`config.mk`:
```
export PLATFORM = sky130hd
export DESIGN_NAME = rle_run_tokeniser_flat
export DESIGN_NICKNAME = d
export VERILOG_FILES = /design/src/rtl/rle_run_tokeniser_if.sv /design/src/rtl/rle_run_tokeniser.sv /design/src/flat_wrapper.sv
export SDC_FILE = /design/constraint.sdc
export NUM_CORES = 1
export LEC_CHECK = 0
export ABC_AREA = 1
export CORE_MARGIN = 8
export CORE_UTILIZATION = 65
export CTS_CLUSTER_DIAMETER = 200
export DETAILED_ROUTE_END_ITERATION = 7
export PLACE_DENSITY = 0.82
export SLEW_MARGIN = 20
export SYNTH_ARGS = -nofsm -noshare
export SYNTH_HDL_FRONTEND = slang
export SYNTH_SLANG_ARGS = --single-unit
export TNS_END_PERCENT = 30
```
`constraint.sdc`:
```
create_clock -name CLK -period 7.4 [get_ports CLK]
set_clock_uncertainty 0.2 [all_clocks]
set_input_delay 0.74 -clock CLK [delete_from_list [all_inputs] [get_ports CLK]]
set_output_delay 0.74 -clock CLK [all_outputs]
set_load 0.02 [all_outputs]
```
`src/rtl/rle_run_tokeniser_if.sv`:
```
// Pixel-in / token-out bundle for rle_run_tokeniser.
// Optional ones_count exists only with RLE_TOKENISER_ONES_COUNT_EN.
interface rle_run_tokeniser_if #(
  parameter int LEN_W = 11,
  parameter int OC_W  = 19
);
  logic             enable;
  logic             bit_in;
  logic             tok_ready;
  logic             tok_valid;
  logic             tok_value;
  logic [LEN_W-1:0] tok_length;
  logic             tok_eol;
  logic             tok_eof;
  logic             overflow;
  logic             frame_done;
`ifdef RLE_TOKENISER_ONES_COUNT_EN
  logic [OC_W-1:0]  ones_count;
`endif

  modport slave (
    input  enable, bit_in, tok_ready,
    output tok_valid, tok_value, tok_length,
    output tok_eol, tok_eof, overflow, frame_done
`ifdef RLE_TOKENISER_ONES_COUNT_EN
    , output ones_count
`endif
  );

  modport master (
    output enable, bit_in, tok_ready,
    input  tok_valid, tok_value, tok_length,
    input  tok_eol, tok_eof, overflow, frame_done
`ifdef RLE_TOKENISER_ONES_COUNT_EN
    , input ones_count
`endif
  );
endinterface

```
`src/rtl/rle_run_tokeniser.sv`:
```
// Mask-stream run tokeniser with 2-write show-ahead token FIFO.
// Define RLE_TOKENISER_ONES_COUNT_EN to add the per-frame ones_count.
module rle_run_tokeniser #(
  parameter int IMG_WIDTH  = 640,
  parameter int IMG_HEIGHT = 480,
  parameter int LEN_W      = 11,
  parameter int FIFO_DEPTH = 16
) (
  input  logic CLK,
  input  logic rst_n,
  rle_run_tokeniser_if.slave bus
);
  localparam int XW = (IMG_WIDTH > 1) ? $clog2(IMG_WIDTH) : 1;
  localparam int YW = (IMG_HEIGHT > 1) ? $clog2(IMG_HEIGHT) : 1;
  localparam int AW = $clog2(FIFO_DEPTH);
  localparam int CW = AW + 1;
  localparam int TW = LEN_W + 3;
  localparam logic [LEN_W-1:0] RUN_MAX = '1;
  localparam logic [LEN_W-1:0] LEN_ONE = LEN_W'(1);
  localparam logic [0:0] S_IDLE = 1'b0;
  localparam logic [0:0] S_RUN  = 1'b1;

  logic [XW-1:0]    r_x;
  logic [YW-1:0]    r_y;
  logic [0:0]       r_state;
  logic             r_val;
  logic [LEN_W-1:0] r_len;
  logic [TW-1:0]    r_mem [FIFO_DEPTH];
  logic [AW-1:0]    r_wp;
  logic [AW-1:0]    r_rp;
  logic [CW-1:0]    r_cnt;
  logic             r_ovf;
  logic             r_fd;

  logic             w_en;
  logic             w_px;
  logic             w_eol;
  logic             w_lastln;
  logic             w_first;
  logic             w_same;
  logic             w_max;
  logic [0:0]       w_state_n;
  logic             w_val_n;
  logic [LEN_W-1:0] w_len_n;
  logic             w_push0;
  logic             w_push1;
  logic [TW-1:0]    w_tok0;
  logic [TW-1:0]    w_tok1;
  logic [CW-1:0]    w_free;
  logic [CW-1:0]    w_req;
  logic [CW-1:0]    w_nwr;
  logic             w_drop;
  logic             w_pop;
  logic [AW-1:0]    w_wp1;
  logic [TW-1:0]    w_head;

  assign w_en     = bus.enable;
  assign w_px     = bus.bit_in;
  assign w_eol    = (r_x == XW'(IMG_WIDTH - 1));
  assign w_lastln = (r_y == YW'(IMG_HEIGHT - 1));
  assign w_first  = (r_x == '0) && (r_y == '0);
  assign w_same   = (w_px == r_val);
  assign w_max    = (r_len == RUN_MAX);

  // Run state machine: decide next run and up to two closing tokens
  always_comb begin
    w_state_n = r_state;
    w_val_n   = r_val;
    w_len_n   = r_len;
    w_push0   = 1'b0;
    w_push1   = 1'b0;
    w_tok0    = '0;
    w_tok1    = '0;
    if (w_en) begin
      if (r_state == S_IDLE) begin
        if (w_eol) begin
          w_push0 = 1'b1;
          w_tok0  = {w_px, LEN_ONE, 1'b1, w_lastln};
        end else begin
          w_state_n = S_RUN;
          w_val_n   = w_px;
          w_len_n   = LEN_ONE;
        end
      end else begin
        unique case (1'b1)
          w_same && !w_eol && !w_max: begin
            w_len_n = r_len + LEN_ONE;
          end
          w_same && w_eol && !w_max: begin
            w_push0   = 1'b1;
            w_tok0    = {r_val, r_len + LEN_ONE, 1'b1, w_lastln};
            w_state_n = S_IDLE;
          end
          w_same && w_eol && w_max: begin
            w_push0   = 1'b1;
            w_tok0    = {r_val, RUN_MAX, 2'b00};
            w_push1   = 1'b1;
            w_tok1    = {r_val, LEN_ONE, 1'b1, w_lastln};
            w_state_n = S_IDLE;
          end
          w_same && !w_eol && w_max: begin
            w_push0 = 1'b1;
            w_tok0  = {r_val, RUN_MAX, 2'b00};
            w_len_n = LEN_ONE;
          end
          !w_same && !w_eol: begin
            w_push0 = 1'b1;
            w_tok0  = {r_val, r_len, 2'b00};
            w_val_n = w_px;
            w_len_n = LEN_ONE;
          end
          default: begin
            w_push0   = 1'b1;
            w_tok0    = {r_val, r_len, 2'b00};
            w_push1   = 1'b1;
            w_tok1    = {w_px, LEN_ONE, 1'b1, w_lastln};
            w_state_n = S_IDLE;
          end
        endcase
      end
    end
  end

  assign w_free = CW'(FIFO_DEPTH) - r_cnt;
  assign w_req  = CW'(w_push0) + CW'(w_push1);
  assign w_drop = (w_req > w_free);
  assign w_nwr  = w_drop ? w_free : w_req;
  assign w_pop  = (r_cnt != '0) && bus.tok_ready;
  assign w_wp1  = r_wp + AW'(1);

  // Pixel position counters, advancing only on consumed pixels
  always_ff @(posedge CLK) begin
    if (!rst_n) begin
      r_x <= '0;
      r_y <= '0;
    end else if (w_en) begin
      if (w_eol) begin
        r_x <= '0;
        r_y <= w_lastln ? '0 : r_y + YW'(1);
      end else begin
        r_x <= r_x + XW'(1);
      end
    end
  end

  // Open-run registers
  always_ff @(posedge CLK) begin
    if (!rst_n) begin
      r_state <= S_IDLE;
      r_val   <= 1'b0;
      r_len   <= '0;
    end else begin
      r_state <= w_state_n;
      r_val   <= w_val_n;
      r_len   <= w_len_n;
    end
  end

  // FIFO storage: first token at wp, second at wp+1 when room
  always_ff @(posedge CLK) begin
    if (rst_n) begin
      if (w_nwr != '0) r_mem[r_wp] <= w_tok0;
      if (w_nwr == CW'(2)) r_mem[w_wp1] <= w_tok1;
    end
  end

  // FIFO pointers and occupancy
  always_ff @(posedge CLK) begin
    if (!rst_n) begin
      r_wp  <= '0;
      r_rp  <= '0;
      r_cnt <= '0;
    end else begin
      r_wp  <= r_wp + AW'(w_nwr);
      r_rp  <= r_rp + AW'(w_pop);
      r_cnt <= r_cnt + w_nwr - CW'(w_pop);
    end
  end

  // Sticky drop flag, rearmed by the first pixel of a frame
  always_ff @(posedge CLK) begin
    if (!rst_n) begin
      r_ovf <= 1'b0;
    end else if (w_en && w_first) begin
      r_ovf <= w_drop;
    end else if (w_drop) begin
      r_ovf <= 1'b1;
    end
  end

  // End-of-frame pulse after the last pixel is consumed
  always_ff @(posedge CLK) begin
    if (!rst_n) r_fd <= 1'b0;
    else        r_fd <= w_en && w_eol && w_lastln;
  end

  assign w_head         = (r_cnt != '0) ? r_mem[r_rp] : '0;
  assign bus.tok_valid  = (r_cnt != '0);
  assign bus.tok_value  = w_head[TW-1];
  assign bus.tok_length = w_head[TW-2:2];
  assign bus.tok_eol    = w_head[1];
  assign bus.tok_eof    = w_head[0];
  assign bus.overflow   = r_ovf;
  assign bus.frame_done = r_fd;

`ifdef RLE_TOKENISER_ONES_COUNT_EN
  localparam int OW = $clog2(IMG_WIDTH * IMG_HEIGHT + 1);
  logic [OW-1:0] r_acc;
  logic [OW-1:0] r_ones;

  // Count ones within a frame, publish total at frame end
  always_ff @(posedge CLK) begin
    if (!rst_n) begin
      r_acc  <= '0;
      r_ones <= '0;
    end else if (w_en) begin
      if (w_eol && w_lastln) begin
        r_ones <= r_acc + OW'(w_px);
        r_acc  <= '0;
      end else begin
        r_acc <= r_acc + OW'(w_px);
      end
    end
  end

  assign bus.ones_count = r_ones;
`endif
endmodule

```
`src/flat_wrapper.sv`:
```
// flat-port wrapper written by rule: the top's interface ports become plain ports
module rle_run_tokeniser_flat 
#(
  parameter int IMG_WIDTH  = 640,
  parameter int IMG_HEIGHT = 480,
  parameter int LEN_W      = 11,
  parameter int FIFO_DEPTH = 16
)
  (CLK, rst_n, bus_enable, bus_bit_in, bus_tok_ready, bus_tok_valid, bus_tok_value, bus_tok_length, bus_tok_eol, bus_tok_eof, bus_overflow, bus_frame_done);
  rle_run_tokeniser_if #(.LEN_W(LEN_W)) bus_i ();
  input  logic CLK;
  input  logic rst_n;
  input wire logic [$bits(bus_i.enable)-1:0] bus_enable;
  input wire logic [$bits(bus_i.bit_in)-1:0] bus_bit_in;
  input wire logic [$bits(bus_i.tok_ready)-1:0] bus_tok_ready;
  output wire logic [$bits(bus_i.tok_valid)-1:0] bus_tok_valid;
  output wire logic [$bits(bus_i.tok_value)-1:0] bus_tok_value;
  output wire logic [$bits(bus_i.tok_length)-1:0] bus_tok_length;
  output wire logic [$bits(bus_i.tok_eol)-1:0] bus_tok_eol;
  output wire logic [$bits(bus_i.tok_eof)-1:0] bus_tok_eof;
  output wire logic [$bits(bus_i.overflow)-1:0] bus_overflow;
  output wire logic [$bits(bus_i.frame_done)-1:0] bus_frame_done;
  assign bus_i.enable = bus_enable;
  assign bus_i.bit_in = bus_bit_in;
  assign bus_i.tok_ready = bus_tok_ready;
  assign bus_tok_valid = bus_i.tok_valid;
  assign bus_tok_value = bus_i.tok_value;
  assign bus_tok_length = bus_i.tok_length;
  assign bus_tok_eol = bus_i.tok_eol;
  assign bus_tok_eof = bus_i.tok_eof;
  assign bus_overflow = bus_i.overflow;
  assign bus_frame_done = bus_i.frame_done;
  rle_run_tokeniser #(.IMG_WIDTH(IMG_WIDTH), .IMG_HEIGHT(IMG_HEIGHT), .LEN_W(LEN_W), .FIFO_DEPTH(FIFO_DEPTH)) u_core (.CLK(CLK), .rst_n(rst_n), .bus(bus_i));
endmodule
```
# After elaboration in Yosys (flattened, before gate mapping)

Memory sizes are Yosys's and may differ from the RTL's. A register that Yosys moved wholly into a read port is not among the register bits.
Index checks and enable logic that the tools add are counted.

Bits in writable memories: 224
Word-level logic and storage cells: 93
Input port bits: 5
Memories: 1
Flip-flop bits (word level): 47

Equality and inequality tests: 8
Reductions and logical operators: 27
$add $sub $neg: 10
Multiplexer cells: 36
$lt $le $gt $ge: 1

Memory list:

| name         | depth | width | rd ports | clocked after memory_dff | write ports | line                    | source |
|---|---|---|---|---|---|---|---|
| u_core.r_mem | 16    | 14    | 1        | 1                        | 2           | rle_run_tokeniser.sv:28 | `logic [TW-1:0] r_mem [FIFO_DEPTH];` |

Operators by type and width:

| cell                                          | count |
|---|---|
| 2-to-1 mux 14 bit                             | 6 |
| case mux 14 bit (3 select lines)              | 1 |
| case mux 14 bit (2 select lines)              | 1 |
| 2-to-1 mux 11 bit                             | 2 |
| case mux 11 bit (2 select lines)              | 1 |
| 2-to-1 mux 1 bit                              | 21 |
| logical AND 1 bit                             | 12 |
| adder 11 x 1 -> 11 bit, second input constant | 1 |
| == test 11 bit, second input constant         | 1 |
| adder 10 x 1 -> 10 bit, second input constant | 1 |
| == test 10 bit, second input constant         | 1 |
| zero test 10 bit                              | 1 |
| 2-to-1 mux 10 bit                             | 1 |
| nonzero test 5 bit                            | 2 |
| adder 9 x 1 -> 9 bit, second input constant   | 1 |
| == test 9 bit, second input constant          | 1 |
| zero test 9 bit                               | 1 |
| 2-to-1 mux 9 bit                              | 1 |
| AND reduction 3 bit                           | 2 |
| adder 5 bit                                   | 1 |
| == test 5 x 2 -> 1 bit, second input constant | 1 |
| greater-than comparator 5 bit                 | 1 |
| 2-to-1 mux 5 bit                              | 1 |
| subtractor 5 x 1 -> 5 bit                     | 1 |
| 16 further kinds                              | 19 |

# Longest topological paths before layout

Gate-level depths: netlist (run 1).

Depth after elaboration: 15
Depth in mapped cells: 29
Gate-level depth less buffers: 27

# Least setup slack after synthesis (run 1)

No wires, ideal clock.

Path type: in2reg
Start: input port bus_enable
End: register u_core.r_cnt[4]
Data arrival time: 4.127 ns
Buffers on the path: 2
Setup slack: 2.945 ns
Stages on the path: 23
Library setup time: 0.128 ns
Path through: clkbuf_1 -> nand3_1 -> nor2_2 -> inv_1 -> nor3_4 -> buf_4 -> ha_1 -> ha_1 -> inv_1 -> nor2_2 -> nand4_1 -> nand2_2 -> nand2_1 -> nand2_2 -> ha_1 -> inv_1 -> fa_1 -> nand2_1 -> a21oi_1 -> nor2_1 -> xor2_1 -> xor2_1 -> nor2_1

Cells in the longest elaborated chain, start to end: 6
Elaborated cells on any way between the ends: 7
Classes of those cells: add/sub (3); order compare (1); mux (3)

RTL lines:

| what                          | line                     | source |
|---|---|---|
| start: declaration            | flat_wrapper.sv:13       | `input wire logic [$bits(bus_i.enable)-1:0] bus_enable;` |
| 2-to-1 mux 1 bit              | rle_run_tokeniser.sv:74  | `if (w_en) begin` |
| adder 1 x 1 -> 2 bit *        | rle_run_tokeniser.sv:125 | `assign w_req = CW'(w_push0) + CW'(w_push1);` |
| greater-than comparator 5 bit | rle_run_tokeniser.sv:126 | `assign w_drop = (w_req > w_free);` |
| 2-to-1 mux 5 bit *            | rle_run_tokeniser.sv:127 | `assign w_nwr = w_drop ? w_free : w_req;` |
| adder 5 bit *                 | rle_run_tokeniser.sv:176 | `r_cnt <= r_cnt + w_nwr - CW'(w_pop);` |
| subtractor 5 x 1 -> 5 bit *   | rle_run_tokeniser.sv:176 |  |
| end signal: assignment        | rle_run_tokeniser.sv:176 |  |
| end: declaration              | rle_run_tokeniser.sv:31  | `logic [CW-1:0] r_cnt;` |

Every way passes the cells marked *; elsewhere a longest branch is shown, timed or not.
A chain may end at the register's enable or synchronous reset.

==> results of run 1 <==
## tightest hold or removal path: stages, from the launching register on
cell and delay (ns):
dfxtp_1 0.30, inv_1 0.04, a21oi_1 0.05
## final cells by class
class | count | area [sq um] | share of cell area, %
Tap cell | 275 | 344.1 | 2.313
Clock inverter | 18 | 116.4 | 0.7824
Multi-Input combinational cell | 1278 | 6271 | 42.16
Clock buffer | 34 | 787.0 | 5.292
Timing Repair Buffer | 40 | 352.8 | 2.372
Sequential cell | 271 | 6071 | 40.82
Inverter | 248 | 930.9 | 6.259
## synth_stat cells (2+ instances only)
| master | number | area (sq um) |
|---|---|---|
| a21oi_1 | 252 | 1261 |
| a22oi_1 | 2 | 15.01 |
| a2bb2oi_1 | 2 | 17.52 |
| buf_1 | 8 | 30.03 |
| buf_2 | 40 | 200.2 |
| buf_4 | 9 | 67.56 |
| buf_6 | 6 | 67.56 |
| clkbuf_1 | 61 | 229.0 |
| conb_1 | 2 | 7.510 |
| dfxtp_1 | 207 | 4144 |
| edfxtp_1 | 64 | 1922 |
| fa_1 | 2 | 40.04 |
| ha_1 | 23 | 287.8 |
| inv_1 | 231 | 867.1 |
| inv_2 | 16 | 60.06 |
| nand2_1 | 384 | 1441 |
| nand2_2 | 4 | 25.02 |
| nand2_4 | 2 | 22.52 |
| nand3_1 | 123 | 615.6 |
| nand4_1 | 22 | 137.6 |
| nor2_1 | 179 | 671.9 |
| nor2_2 | 5 | 31.28 |
| nor2_4 | 11 | 123.9 |
| nor3_1 | 8 | 40.04 |
| nor3_4 | 2 | 32.53 |
| nor3b_1 | 2 | 15.01 |
| nor4_1 | 3 | 18.77 |
| o211ai_1 | 14 | 105.1 |
| o21ai_0 | 172 | 860.8 |
| o21ai_1 | 5 | 25.02 |
| o221ai_1 | 16 | 140.1 |
| o22ai_1 | 13 | 81.33 |
| or2_2 | 2 | 12.51 |
| xnor2_1 | 4 | 35.03 |
| xor2_1 | 10 | 87.58 |
## worst min-delay path by stage
stage,to,slack (ns),cells after the start
floorplan,u_core.r_mem[0][10]$_SDFFE_PP0P_,0.22,2
global placement,u_core.r_mem[6][9]$_SDFFE_PP0P_,0.22,2
detailed placement,u_core.r_mem[15][5]$_SDFFE_PP0P_,0.23,2
CTS,u_core.r_mem[15][5]$_SDFFE_PP0P_,0.24,2
global route,u_core.r_mem[8][12]$_SDFFE_PP0P_,0.25,2
finish,u_core.r_mem[8][12]$_SDFFE_PP0P_,0.24,2
## metrics by stage
step / setup slack, ns / std cells / hold WS, ns
2_1_floorplan: 2.945 / 1921 / 0.2175
3_3_place_gp: 1.672 / 2110 / 0.2242
3_5_place_dp: 1.451 / 2111 / 0.2281
4_1_cts: 1.975 / 2163 / 0.2373
5_1_grt: 1.418 / 2164 / 0.2512
6_report: 1.873 / 2164 / 0.2369
## per-layer routing
metal / wire length, um / track usage (%) / vias to the layer above
met3: 4208 / 5.315 / 147
met2: 18030 / 47.07 / 730
met1: 15390 / 37.37 / 5888
met5: 0 / 0 / -
met4: 2034 / 16.46 / 0
li1: - / - / 6182
## cells by family after synthesis
kind of cell             Yosys count
AND/OR/NAND/NOR                  751
AO/OA/AOI/OAI                    484
buffers and inverters            372
flip-flops                       271
adder cells (fa/ha/maj)           25
XOR/XNOR                          14
other                              2
multiplexers                       1
## flip-flops by register name (all words and copies together) (netlist names)
signal	flops
u_core.r_mem	224
u_core.r_state	1
u_core.r_x	10
u_core.r_y	9
u_core.bus.overflow	1
u_core.r_val	1
u_core.r_len	11
u_core.r_rp	4
u_core.r_cnt	5
u_core.r_wp	4
u_core.bus.frame_done	1
## where the power goes
part	switching, uW	total [uW]	internal, uW
clock network	604	1390	790
registers	163	1980	1820
logic	1130	1690	568
==> metrics.md, run 1 <==
| Metric | Value |
|---|---|
| DRT Pass-1 Iters | 6 |
| Final net count | 1897 |
| Multiplexer share of the synthesized area | less than 1% |
| Adder-cell share of the synthesized area | about 2.4% |
| Reg2reg setup slack | 1.87 ns |
| Largest family of logic cells by synthesized area | simple AND/OR/NAND/NOR gates |
| CP endpoint kind | flip-flop |
| Fmax achieved | 0.1809 GHz |
| Placement-stage cell area | 13960 sq um |
| Worst r2r src | u_core.r_x[1]$_SDFFE_PN0P_ |
| Die Y | 162.0 um |
| Crit path max-delay cell type | nor2_1 |
| Compound-Gate Fraction of Synth Area | 18.60% |
| Routed Antenna Nets | 0 |
| Sinks on Clock Net | approximately 270 |
| Max H-tree Level | 1 |
| Final period util | around three quarters |
| VDD IR max | 0.2270 mV |
| Antenna Cells | 0 |
| Starting DRT DRC Count | 1542 |
| CTS Hold Bufs | 0 |
| Leak | 0.007443 uW |
| Total power | 5065 uW |
| Post-synth EDFFs | 64 |
| Total number of vias | 12947 |
| Root buf cell | clkbuf_16 |
| Commonest non-fill, non-tap cells in the layout | nand2_1, a21oi_1, inv_1 |
| Crit-path cells | ha_1, nand2_1, nor3_2, nand3_1, nor2_2, inv_1, nor3_4, ha_1, ha_1, inv_1, nor2_2, nand4_1, nand2_2, nand2_2, nand2_1, nand2_4, nand2_2, nand2_4, nor2_1, inv_1, nand2_1 |
| Die W | approximately 160 um |
| Post-synthesis simple-gate area fraction | 23.25% |
| DP HPWL | 26.48 mm |
| Largest net degree at the start of global routing | 74 |
| Ys Warns | 0 |
| Final-layout fill cell count | between 1500 and 2000 |
| Post-route DRC violation count | 0 |
| Max-slew headroom | roughly 28% |
| Hold Crit Class | reg2reg |
| Die area | 26250 sq um |
| IO Count | 22 |
| Post-synth ARST share | 0% |
| Worst skew pair latency | 0.56 ns |
| Seq/Total Area, Yosys | 43.77% |
| Post-synthesis register bit count | between 200 and 300 |
| Number of core rows | 53 |
| Required @ worst endpoint | 7.44 ns |
| Tmin final | 5.527 ns |
| Total GRT Usage | between 20 and 30% |
| Max incr delay on CP | 0.73 ns |
| Finish-stage setup viols | 0 |
| Pins over their slew limit | 0 |
| Initial core utilization | 66.13% |
| Netlist Area Pre-Place | 13860 sq um |
| Global-route wire length before repair | ~62 mm |
| Final Hold Viols | 0 |
| Power Density | ~340 nW/um^2 |
| Actual slew at the worst max-slew pin | 1.084 ns |
| Max-Cap Viols | 0 |
| Total congestion overflow | 0 |
| Xor/xnor cell area share of the yosys netlist | 0.8848% |
| Setup Fix Bufs, Post-CTS | 0 |
| Layout cells sized above 1 | 6.088% |
| Worst reg2reg path depth | 21 |
| Post-cts repair resize count | 0 |
| Reg-to-Reg End | u_core.r_mem[12][13]$_DFFE_PP_ |
| Area Overhead vs Synth | 7.322% |
| Stages on the worst setup path | 21 |
| IO buf count | 21 |
| Run status | completed |
| Min-delay src | u_core.r_mem[8][12]$_SDFFE_PP0P_ |
| Global placement routability congestion | 0.9290 |
| Vias in the first global route | 12186 |
| Final Util | between 70% and 80% |
| Final Cell Area | 14870 sq um |
| CP top delay family | simple AND/OR/NAND/NOR gates |
| Synthesized area per cell | ~7.2 sq um |
| Worst Setup EP | u_core.r_mem[12][13]$_DFFE_PP_ |
| CP Max Fanout | 18 |
| Clock-pin slew on the worst setup and hold paths | 0.06 ns |
| Initial antenna violation count | 0 |
| WP data arrival | 5.56 ns |
| Core area | ~21000 sq um |
| RSZ-0062 raised after global routing | false |
| Syn Inst Count | 1920 |
| Total CTS buffers | 28 |
| Buf/Inv on CP | 3 |
| Vias per cell | 5.983 |
| Worst setup path start | u_core.r_x[1]$_SDFFE_PN0P_ |
| CP startpoint kind | flip-flop |
| Wirelength per Cell | 18.33 um |
| CTS tree | done |
| Synth cell types | 49 |
| Commonest non-fill, non-tap cell in the layout | nand2_1 |
| Dominant synthesized flop cell | dfxtp_1 |
| Setup TNS | 0 ns |
| WS Path Type | reg2reg |
| DRT Wirelength | 39.66 mm |
| CTS max path bufs | 3 |
No activity file was read; power rests on OpenSTA's default activity.
==> run 2, diff against run 1 <==
--- a/config.mk
+++ b/config.mk
@@ -7,10 +7,10 @@
 export LEC_CHECK = 0
 export ABC_AREA = 1
 export CORE_MARGIN = 8
-export CORE_UTILIZATION = 65
+export CORE_UTILIZATION = 63
 export CTS_CLUSTER_DIAMETER = 200
 export DETAILED_ROUTE_END_ITERATION = 7
-export PLACE_DENSITY = 0.82
+export PLACE_DENSITY = 0.8
 export SLEW_MARGIN = 20
 export SYNTH_ARGS = -nofsm -noshare
 export SYNTH_HDL_FRONTEND = slang
==> constraint.sdc (replaced) <==
create_clock -name CLK -period 5.4 [get_ports CLK]
set_clock_uncertainty 0.2 [all_clocks]
set_input_delay 0.54 -clock CLK [delete_from_list [all_inputs] [get_ports CLK]]
set_output_delay 0.54 -clock CLK [all_outputs]
set_load 0.02 [all_outputs]
==> run 2 against run 1 <==
Compared with the run above:
- global-route usage shrank 0.75 points
- maximum frequency grew 14%
- power grew 36%
- sequential power grew 37%
- worst hold slack lost 0.00088 ns
- clock power grew 38%
- combinational power grew 35%
- non-clock buffer count grew 19
- critical path type unchanged
- highest routed layer unchanged
==> metrics.md, run 2 (synthesis gave the netlist of run 1 again) <==
| Metric | Value |
|---|---|
| Placed cell count | 2136 (was 2111) |
| Initial antenna violation count | 0 (unchanged) |
| Setup Fix Bufs, Post-CTS | 0 (unchanged) |
| Wl on met1 | 15.69 mm (was 15.39 mm) |
| Die W | 164.3 um (was 162.0 um) |
| Leak | 0.007534 uW (was 0.007443 uW) |
| Total power | 6903 uW (was 5065 uW) |
| Vias in the first global route | 12027 (was 12186) |
| Post-cts repair resize count | 0 (unchanged) |
| WP data arrival | 5.07 ns (was 5.56 ns) |
| Clock-pin slew on the worst setup and hold paths | 0.06 ns (about the same) |
| Reg area | 6071 sq um (unchanged) |
| Worst reg2reg path depth | 26 (was 21) |
| Wirelength per Cell | 17.89 um (was 18.33 um) |
| DRT Wirelength | 39.17 mm (was 39.66 mm) |
| Total GRT Usage | 28.78% (was 29.53%) |
| CTS Hold Bufs | 0 (unchanged) |
| WS Path Type | reg2reg (unchanged) |
| Hold slack | 0.2360 ns (was 0.2369 ns) |
| Required @ worst endpoint | 5.60 ns (was 7.44 ns) |
| CP endpoint kind | flip-flop (unchanged) |
| CTS tree | done (unchanged) |
| Core area | 21690 sq um (was 20960 sq um) |
| Buf/Inv on CP | 4 (was 3) |
| Pins over their slew limit | 0 (unchanged) |
| Actual slew at the worst max-slew pin | 1.149 ns (was 1.084 ns) |
| Worst Setup EP | u_core.r_cnt[4]$_SDFF_PN0_ (was u_core.r_mem[12][13]$_DFFE_PP_) |
| Routed Antenna Nets | 0 (unchanged) |
| Setup TNS | 0 ns (unchanged) |
| Number of core rows | 54 (was 53) |
| Worst path most repeated cell | ha_1 |
| DRT Pass-1 Iters | 5 (was 6) |
| CP Max Fanout | 18 (unchanged) |
| RSZ-0062 raised after global routing | false (unchanged) |
| Worst skew pair latency | 0.54 ns (was 0.56 ns) |
| Max-slew headroom | 23.43% (was 27.65%) |
| Met2 Wirelength | 17.96 mm (was 18.03 mm) |
| Sinks on Clock Net | 271 (unchanged) |
| Largest registers | u_core.r_mem (224), u_core.r_len (11), u_core.r_x (10) (unchanged) |
| Crit path max-delay cell type | nor2_2 (was nor2_1) |
| DP HPWL | 26.19 mm (was 26.48 mm) |
| Reg2reg setup slack | 0.53 ns (was 1.87 ns) |
| Total CTS buffers | 29 (was 28) |
| Multi-input logic area | 6297 sq um (was 6271 sq um) |
| Die Y | 164.3 um (was 162.0 um) |
| Max reg flops | 224 (unchanged) |
| Die area | 27000 sq um (was 26250 sq um) |
| IO buf count | 21 (unchanged) |
| Max incr delay on CP | 0.47 ns (was 0.73 ns) |
| Total number of vias | 12860 (was 12947) |
| Total congestion overflow | 0 (unchanged) |
| Initial core utilization | 63.90% (was 66.13%) |
| Final net count | 1917 (was 1897) |
| CP top delay family | simple AND/OR/NAND/NOR gates (unchanged) |
| Run status | completed (unchanged) |
| Reg-to-Reg End | u_core.r_cnt[4]$_SDFF_PN0_ (was u_core.r_mem[12][13]$_DFFE_PP_) |
| Post-route DRC violation count | 0 (unchanged) |
| Worst r2r src | u_core.r_len[0]$_SDFFE_PN0P_ (was u_core.r_x[1]$_SDFFE_PN0P_) |
| Length of routed met3 wiring | 3.773 mm (was 4.208 mm) |
| Max H-tree Level | 1 (unchanged) |
| IO Count | 22 (unchanged) |
| Register bank with the most flops | u_core.r_mem (unchanged) |
| Power Density | 458.3 nW/um^2 (was 340.6 nW/um^2) |
| Final Hold Viols | 0 (unchanged) |
| Finish-stage setup viols | 0 (unchanged) |
| Final Util | 69.44% (was 70.98%) |
| Antenna Cells | 0 (unchanged) |
| CTS max path bufs | 3 (unchanged) |
| Largest net degree at the start of global routing | 71 (was 74) |
| Commonest non-fill, non-tap cell in the layout | nand2_1 (unchanged) |
| Final-layout fill cell count | 1787 (was 1733) |
| Final period util | 90.15% (was 74.69%) |
| Commonest non-fill, non-tap cells in the layout | nand2_1, a21oi_1, inv_1 (unchanged) |
| Fmax achieved | 0.2054 GHz (was 0.1809 GHz) |
| Tmin final | 4.868 ns (was 5.527 ns) |
| Root buf cell | clkbuf_16 (unchanged) |
| Area Overhead vs Synth | 8.676% (was 7.322%) |
| Global placement routability congestion | 0.9131 (was 0.9290) |
| Hold Crit Class | reg2reg (unchanged) |
| Top layer reached by signal wires | met4 (unchanged) |
| VDD IR max | 0.3294 mV (was 0.2270 mV) |
| Finished Layout Cells | 2189 (was 2164) |
| CP startpoint kind | flip-flop (unchanged) |
| Worst setup path start | u_core.r_len[0]$_SDFFE_PN0P_ (was u_core.r_x[1]$_SDFFE_PN0P_) |
| Starting DRT DRC Count | 1571 (was 1542) |
| Layout cells sized above 1 | 7.177% (was 6.088%) |
| Vias per cell | 5.875 (was 5.983) |
| Stages on the worst setup path | 26 (was 21) |
| Global-route wire length before repair | 62.10 mm (was 62.45 mm) |
| Max-Cap Viols | 0 (unchanged) |
-- run 2: cell types whose count changed in the layout (fill, tap and decap cells not counted), sizes merged --
cell      before  now
buf           19   38
clkbuf        34   43
clkinv        16    8
clkinvlp       2    1
inv          247  248
-- run 2: layer usage --
| layer | GRT usage [%] | vias up |
|---|---|---|
| li1 | - | 6214 |
| met1 | 36.89 | 5896 |
| met2 | 46.88 | 629 |
| met3 | 4.812 | 121 |
| met4 | 13.18 | 0 |
| met5 | 0 | - |
-- run 2: worst min-delay path by stage --
stage                                     startpoint                               end  slack [ns]  depth (start not counted)
global route        u_core.r_mem[0][12]$_SDFFE_PP0P_  u_core.r_mem[0][12]$_SDFFE_PP0P_        0.25                          2
finish               u_core.r_mem[0][7]$_SDFFE_PP0P_   u_core.r_mem[0][7]$_SDFFE_PP0P_        0.24                          2
global placement    u_core.r_mem[3][12]$_SDFFE_PP0P_  u_core.r_mem[3][12]$_SDFFE_PP0P_        0.22                          2
CTS                 u_core.r_mem[0][12]$_SDFFE_PP0P_  u_core.r_mem[0][12]$_SDFFE_PP0P_        0.24                          2
detailed placement  u_core.r_mem[0][12]$_SDFFE_PP0P_  u_core.r_mem[0][12]$_SDFFE_PP0P_        0.23                          2
floorplan           u_core.r_mem[0][10]$_SDFFE_PP0P_  u_core.r_mem[0][10]$_SDFFE_PP0P_        0.22                          2
-- run 2: worst min-delay path, delay by kind of cell (launching register included) --
kind            cells  cell delay, ns
compound gates      1            0.05
buf+inv             1            0.04
flops               1            0.30
-- run 2: final cells by class --
type	instances	area share, %
clock buffer	43	5.566
clock inverter	10	0.5151
inverter	248	6.181
multi-input combinational	1278	41.81
sequential	271	40.31
tap	280	2.326
timing repair buffer	59	3.290
-- run 2: report_power, final --
group	switching, uW	total, uW	internal, uW
logic	1490	2280	783
clock network	803	1920	1120
registers	217	2710	2490
-- run 2: through the flow --
stage | worst slack [ns] | area, sq um
detailed placement | 0.4700 | 14140
CTS | 0.6433 | 15050
floorplan | 1.125 | 13860
global route | 0.1439 | 15060
global placement | 0.6397 | 14140
finish | 0.5319 | 15060
